## src/rtl/serial_bus_pkg.sv

```systemverilog
// serial_bus_pkg: shared types and sizes for the serial bus arbiter
package serial_bus_pkg;
  localparam int NUM_INIT = 2;
  localparam int INIT_ID_W = 1;
  typedef enum logic [1:0] {IDLE, GRANTED, RELEASE} arb_state_t;
endpackage

```

## src/rtl/arb_watchdog.sv

```systemverilog
// arb_watchdog: saturating idle counter that flags when a granted owner has gone quiet too long
module arb_watchdog #(
  parameter int TIMEOUT_CYCLES = 64
) (
  input  logic clk,
  input  logic rst_n,
  input  logic clr,
  input  logic inc,
  output logic expire
);
  localparam int W = $clog2(TIMEOUT_CYCLES);
  localparam logic [W-1:0] LAST = W'(TIMEOUT_CYCLES - 1);
  logic [W-1:0] cnt;
  assign expire = inc && cnt == LAST;
  // count idle granted cycles, holding at the last value instead of wrapping
  always_ff @(posedge clk or negedge rst_n)
    if (!rst_n) cnt <= '0;
    else if (clr) cnt <= '0;
    else if (inc && cnt != LAST) cnt <= cnt + 1'b1;
endmodule

```

## src/rtl/serial_bus_arbiter.sv

```systemverilog
// serial_bus_arbiter: two-initiator round-robin arbiter with split parking and idle watchdog
import serial_bus_pkg::*;
module serial_bus_arbiter #(
  parameter int TIMEOUT_CYCLES = 64
) (
  input  logic                 clk,
  input  logic                 rst_n,
  input  logic [NUM_INIT-1:0]  req,
  input  logic                 bus_active,
  input  logic                 txn_done,
  input  logic                 target_split,
  input  logic                 split_resume,
  output logic [NUM_INIT-1:0]  grant,
  output logic [INIT_ID_W-1:0] owner,
  output logic                 split_pending,
  output logic [INIT_ID_W-1:0] split_owner,
  output logic                 timeout,
  output logic                 split_overflow
);
  arb_state_t state, state_nx;
  logic [NUM_INIT-1:0] grant_nx, resume_prio, prio_nx, park, elig, hit;
  logic [INIT_ID_W-1:0] owner_nx, so_nx, pick;
  logic sp_nx, to_nx, ovf_nx, expire, resumed, found;
  arb_watchdog #(.TIMEOUT_CYCLES(TIMEOUT_CYCLES)) u_wd (
    .clk    (clk),
    .rst_n  (rst_n),
    .clr    (state != GRANTED || bus_active),
    .inc    (state == GRANTED && !bus_active),
    .expire (expire)
  );
  // next state: resume is applied to the old slot before any new split fills it
  always_comb begin
    resumed = split_resume && split_pending;
    park = {split_pending && split_owner == 1'b1, split_pending && split_owner == 1'b0};
    elig = req & ~park;
    hit = resume_prio & elig;
    found = |elig;
    pick = hit[0] ? 1'b0 : hit[1] ? 1'b1 : elig[~owner] ? ~owner : owner;
    state_nx = state;
    grant_nx = grant;
    owner_nx = owner;
    sp_nx = resumed ? 1'b0 : split_pending;
    so_nx = split_owner;
    to_nx = 1'b0;
    ovf_nx = 1'b0;
    prio_nx = resume_prio;
    if (state == GRANTED) begin
      if (target_split || txn_done || !req[owner] || expire) begin
        state_nx = RELEASE;
        grant_nx = '0;
      end
      if (target_split && split_pending && !split_resume) ovf_nx = 1'b1;
      else if (target_split) begin
        sp_nx = 1'b1;
        so_nx = owner;
      end
      to_nx = expire && !target_split && !txn_done && req[owner];
    end else begin
      state_nx = found ? GRANTED : IDLE;
      grant_nx = found ? (pick ? 2'b10 : 2'b01) : 2'b00;
      owner_nx = found ? pick : owner;
      prio_nx = resume_prio & req & ~grant_nx;
    end
    if (resumed) prio_nx[split_owner] = 1'b1;
  end
  // register state and every output so the bus sees glitch-free controls
  always_ff @(posedge clk or negedge rst_n)
    if (!rst_n) begin
      state <= IDLE;
      grant <= '0;
      owner <= '0;
      split_pending <= 1'b0;
      split_owner <= '0;
      timeout <= 1'b0;
      split_overflow <= 1'b0;
      resume_prio <= '0;
    end else begin
      state <= state_nx;
      grant <= grant_nx;
      owner <= owner_nx;
      split_pending <= sp_nx;
      split_owner <= so_nx;
      timeout <= to_nx;
      split_overflow <= ovf_nx;
      resume_prio <= prio_nx;
    end
endmodule

```

## config.mk

```make
export PLATFORM = sky130hd
export DESIGN_NAME = serial_bus_arbiter
export DESIGN_NICKNAME = d
export VERILOG_FILES = /design/src/rtl/serial_bus_pkg.sv /design/src/rtl/arb_watchdog.sv /design/src/rtl/serial_bus_arbiter.sv
export SDC_FILE = /design/constraint.sdc
export NUM_CORES = 1
export LEC_CHECK = 0
export CORE_MARGIN = 3
export CORE_UTILIZATION = 45
export CTS_CLUSTER_DIAMETER = 60
export DETAILED_ROUTE_END_ITERATION = 6
export PLACE_DENSITY = 0.77
export SYNTH_ARGS = -nofsm -noshare
export SYNTH_HDL_FRONTEND = slang
export SYNTH_HIERARCHICAL = 1
export SYNTH_SLANG_ARGS = --single-unit
```

## constraint.sdc

```tcl
create_clock -name clk -period 2.9 [get_ports clk]
set_input_delay 0.29 -clock clk [delete_from_list [all_inputs] [get_ports clk]]
set_output_delay 0.29 -clock clk [all_outputs]
set_load 0.05 [all_outputs]
```

; Yosys cells after proc, flatten, opt, wreduce, memory -nomap -nowiden
; Cells that the tools add are included.
[word_totals]
word_cells = 82
inputBits = 8
register_bits = 17
[op_classes]
muxes = 27
order_cmp = 4
add_sub_neg = 1
n_reduce_logical = 25
bitwise_logic = 11
n_eq_ne = 5
[op_table]
columns = operator, n
row1 = $mux W1, 16
row2 = $mux W2, 8
row3 = $logic_and A1 B1 Y1, 12
row4 = $mux W6, 2
row5 = $and A2 B2 Y2, 4
row6 = $add A6 B1 Y6 const B, 1
row7 = $eq A6 B6 Y1 const B, 1
row8 = $lt A1 B2 Y1 const B, 3
row9 = $ne A6 B6 Y1 const B, 1
row10 = $logic_not A1 Y1, 5
row11 = $logic_or A1 B1 Y1, 4
row12 = $ne A2 B1 Y1 const B, 2
row13 = $not A1 Y1, 4
row14 = $not A2 Y2, 2
row15 = $reduce_and A3 Y1, 1
row16 = $eq A2 B1 Y1 const B, 1
row17 = $or A2 B2 Y2, 1
row18 = $reduce_and A2 Y1, 1
row19 = $reduce_bool A2 Y1, 1
row20 = $reduce_or A2 Y1, 1
row21 = $demux W1 S1, 1
row22 = $ge A1 B1 Y1 const B, 1

; Logic depth before layout (Yosys ltp)
[logic_depth]
word_depth = 16
depth_mapped = 8

; By module
; Netlist, hierarchy kept.
[modules_own_cells]
columns = mod, cells_each, area_each_um2, n_inst, seq_area_each_um2
row1 = serial_bus_arbiter, 47, 528.0, 1, 275.3
row2 = arb_watchdog, 42, 374.1, 1, 150.1

; Worst setup path after synthesis
; No wires, ideal clock.
[synth_timing]
kind = flip-flop to flip-flop
startpoint = reg state[1]
endpoint = reg grant[1]
stages_incl_launch_ff = 9
path_slack_ps = 1342
arrival_ps = 1437
n_path_buf = 1
setup_ps = 121
path_cell_list = dfrtp_1 -> and2b_1 -> nand2b_1 -> inv_1 -> buf_6 -> nand3_1 -> nor2_1 -> nor4b_4 -> a32o_2
[synth_between]
elab_chain_len = 5
elab_cells_between_ends = 6
classes_between = eq/ne: 2 / mux: 1 / reduce/logical: 3
[synth_lines]
columns = item, line_no
row1 = from (decl), serial_bus_arbiter.sv:20  ; arb_state_t state, state_nx;
row2 = from (signal assigned), serial_bus_arbiter.sv:78  ; state <= state_nx;
row3 = $eq A2 B1 Y1, serial_bus_arbiter.sv:28  ; .inc (state == GRANTED && !bus_active),
row4 = $logic_and A1 B1 Y1, serial_bus_arbiter.sv:28
row5 = $logic_and A1 B1 Y1, arb_watchdog.sv:14  ; assign expire = inc && cnt == LAST;
row6 = net expire, serial_bus_arbiter.sv:23  ; logic sp_nx, to_nx, ovf_nx, expire, resumed, found;
row7 = $logic_or A1 B1 Y1, serial_bus_arbiter.sv:48  ; if (target_split || txn_done || !req[owner] || expire) begin
row8 = $ne A2 B1 Y1 (no source line), n/a
row9 = to (signal assigned), serial_bus_arbiter.sv:79  ; grant <= grant_nx;
row10 = to (decl), serial_bus_arbiter.sv:13  ; output logic [NUM_INIT-1:0] grant,
; The timed path passes the listed nets, and every way through them passes these cells.
; A chain may end at the register's enable or synchronous reset.

; Final worst setup path
; Same ends and word-level chain as after synthesis.

==> run metrics <==
root buf cell clkbuf_4; Least-Margin Pin Slew 0.7457 ns; synth top area cells dfrtp_1, nand3_1, nand2b_1; Inserted Diodes 0; largest net degree at the start of global routing 18; vias per std cell 5.623; Synth Area in Compound Gates 17.61%; Ports 15; Final Hold Fails 0; sequential cell area 425.4 um2; Final nets 115; dominant cell type by area after synthesis dfrtp_1; max_cap viols 0; CP Max Fanout 10; Clock Sink Count 17; Synth top area share 47.16%; cell at the slowest stage of the critical path dfrtp_1; total track usage 16.35%; status finished, final reports clean; Final min period 2.042 ns; Chip Height 50.78 um; TNS Setup 0 ns; Layout area overhead 20.11%; maximum clock insertion buffer count 2; Net Count, Synth 98; mux contribution to synthesized area 2.358%; fraction of layout cells with a size suffix above 1 8.571%; crit-path cells and2b_1 > nand2b_1 > inv_1 > nand3_1 > nor2_1 > nor4b_4 > a32o_2; synthesized instance count 89; CP Data Arrival Time 2.23 ns; largest family of logic cells by synthesized area simple AND/OR/NAND/NOR gates; DR iter-0 viols 25; Syn Std Cell Area 902.1 um2; Finished Layout Cells 130; RSZ-0062 raised after global routing no; min-delay worst type input port to asynchronous set/reset pin; # hold bufs at CTS 0; initial antenna violation count 0; fin. max-slew vios 0; CTS buffer count 3; synthesis warning total 6; footprint of the multi-input gates 434.2 um2; I/O Buffers 14; DRC errors left 0; post-route cell area 1084 um2; Main synth FF type dfrtp_1; fillers 165; Yosys reg bits 17; dpl cell area 1057 um2; # resized after CTS 0; Rel. slew slack 50.13%; FMAX 489.8 MHz; H-tree levels 1; via count of the first global-routing pass 726; Initial Utilization 50.07%; die width 50.78 um; via count 731; # setup viols final 0; Die ar. 2578 um2; gr ovfl total 0; register clock-pin slew on the reported worst setup and hold paths 0.10 ns; CP Class flip-flop to flip-flop; worst vdd ir 0.8105 mV; HPWL after detailed placement 1421 um; CTS tree built; Async SR Flop Fraction 100.0%; drt pass-1 iters 4; first-pass GRT wire length 3167 um; Tcrit/Tclk final 70.40%; Post-Synth Simple-Gate Area 26.77%; Core Box Area 1802 um2; drt total wl 1876 um; DRT antenna net count 0; RD Place Congestion 0.8547; Seq/Total Area, Yosys 47.16%; CP required 3.09 ns; adder-cell share of the synthesized area 1.387%; Post-synth EDFFs 0; wire length per cell 14.43 um; DP Cell Count 126; clock skew 0.008283 ns; post-CTS setup repair buffer count 0; post-layout util 60.14%; largest stage delay on the critical path 0.38 ns; pwr dens 845.8 nW/um2; count leader, synth dfrtp_1; Post-Synth XOR/XNOR Area 0%; CP Launch Type flip-flop; Critical Path Sink Type flip-flop; syn avg cell area 10.14 um2; number of core rows 15; Commonest cells post-synth dfrtp_1, inv_1, nand2_1, nand3_1, nor2_1; clk_lat worst skew 0.29 ns; Lkg Pwr 0.4633 nW; post-synthesis cell type count 36
-- power by group --
group / switching [mW] / total, mW / internal [mW]
clock network: 0.0702 / 0.124 / 0.0535
logic: 0.272 / 0.427 / 0.155
registers: 0.0672 / 0.366 / 0.298
-- worst max-delay path, delay by kind of cell, from the launching register on --
kind,cells,cell delay [ns]
AO/OA/AOI/OAI,1,0.23
buffers and inverters,1,0.29
flip-flops,1,0.38
AND/OR/NAND/NOR,5,1.04
-- state kept, by name, indices dropped and copies added (netlist names) --
name and cells:
state 2, u_wd/cnt 6, resume_prio 2, timeout 1, split_overflow 1, grant 2, owner 1, split_owner 1
split_pending 1
-- layer usage --
metal | vias up | wire length (um) | track usage [%] | share of wire, %
li1 | 360 | - | - | -
met1 | 346 | 842 | 21.02 | 45
met5 | - | 0 | 0 | 0
met3 | 4 | 88 | 2.967 | 4.7
met2 | 21 | 920 | 26.96 | 49
met4 | 0 | 23 | 6.726 | 1.2
-- layout make-up --
type | instances | share of cell area, %
Sequential cell | 17 | 39.26
Multi-Input combinational cell | 63 | 40.07
Tap cell | 25 | 2.887
Inverter | 7 | 2.425
Clock buffer | 4 | 2.425
Timing Repair Buffer | 14 | 12.93
-- through the flow --
step | power (mW) | worst slack, ns | hold slack (ns)
CTS | 0.9240 | 0.8792 | 0.4604
detailed placement | 0.7990 | 0.8241 | 0.4896
global placement | 0.7820 | 0.8694 | 0.4750
floorplan | 0.6656 | 1.342 | -0.005591
global route | 0.9722 | 0.6982 | 0.5027
finish | 0.9165 | 0.8583 | 0.4304
-- final timing paths --
kind / to / from / cells past startpoint / slack (ns)
max in group asynchronous: state[0] / rst_n / 1 / 1.99
hold reg to reg: grant[0] / grant[0] / 1 / 0.51
setup reg to reg: grant[1] / state[1] / 7 / 0.86
setup / recovery: grant[1] / state[1] / 7 / 0.86
min in group clk: grant[0] / grant[0] / 1 / 0.51
hold / removal: split_owner / rst_n / 1 / 0.43
-- cells in the final DEF (no fill, tap or decap), types with 3 or more instances in the layout --
cell type        instances
clkdlybuf4s50_1         14
inv_1                    7
nand3_1                  7
dfrtp_1                 17
nor2_1                   6
o21ai_0                  3
nand2_1                  7
nor2b_1                  3
nand2b_1                 5
clkbuf_4                 3
-- cells by family after synthesis --
group	Yosys count
simple gates	39
compound gates	21
flops	17
buf+inv	9
mux	2
fa+ha+maj	1
Power figures use the tool's default switching activity.
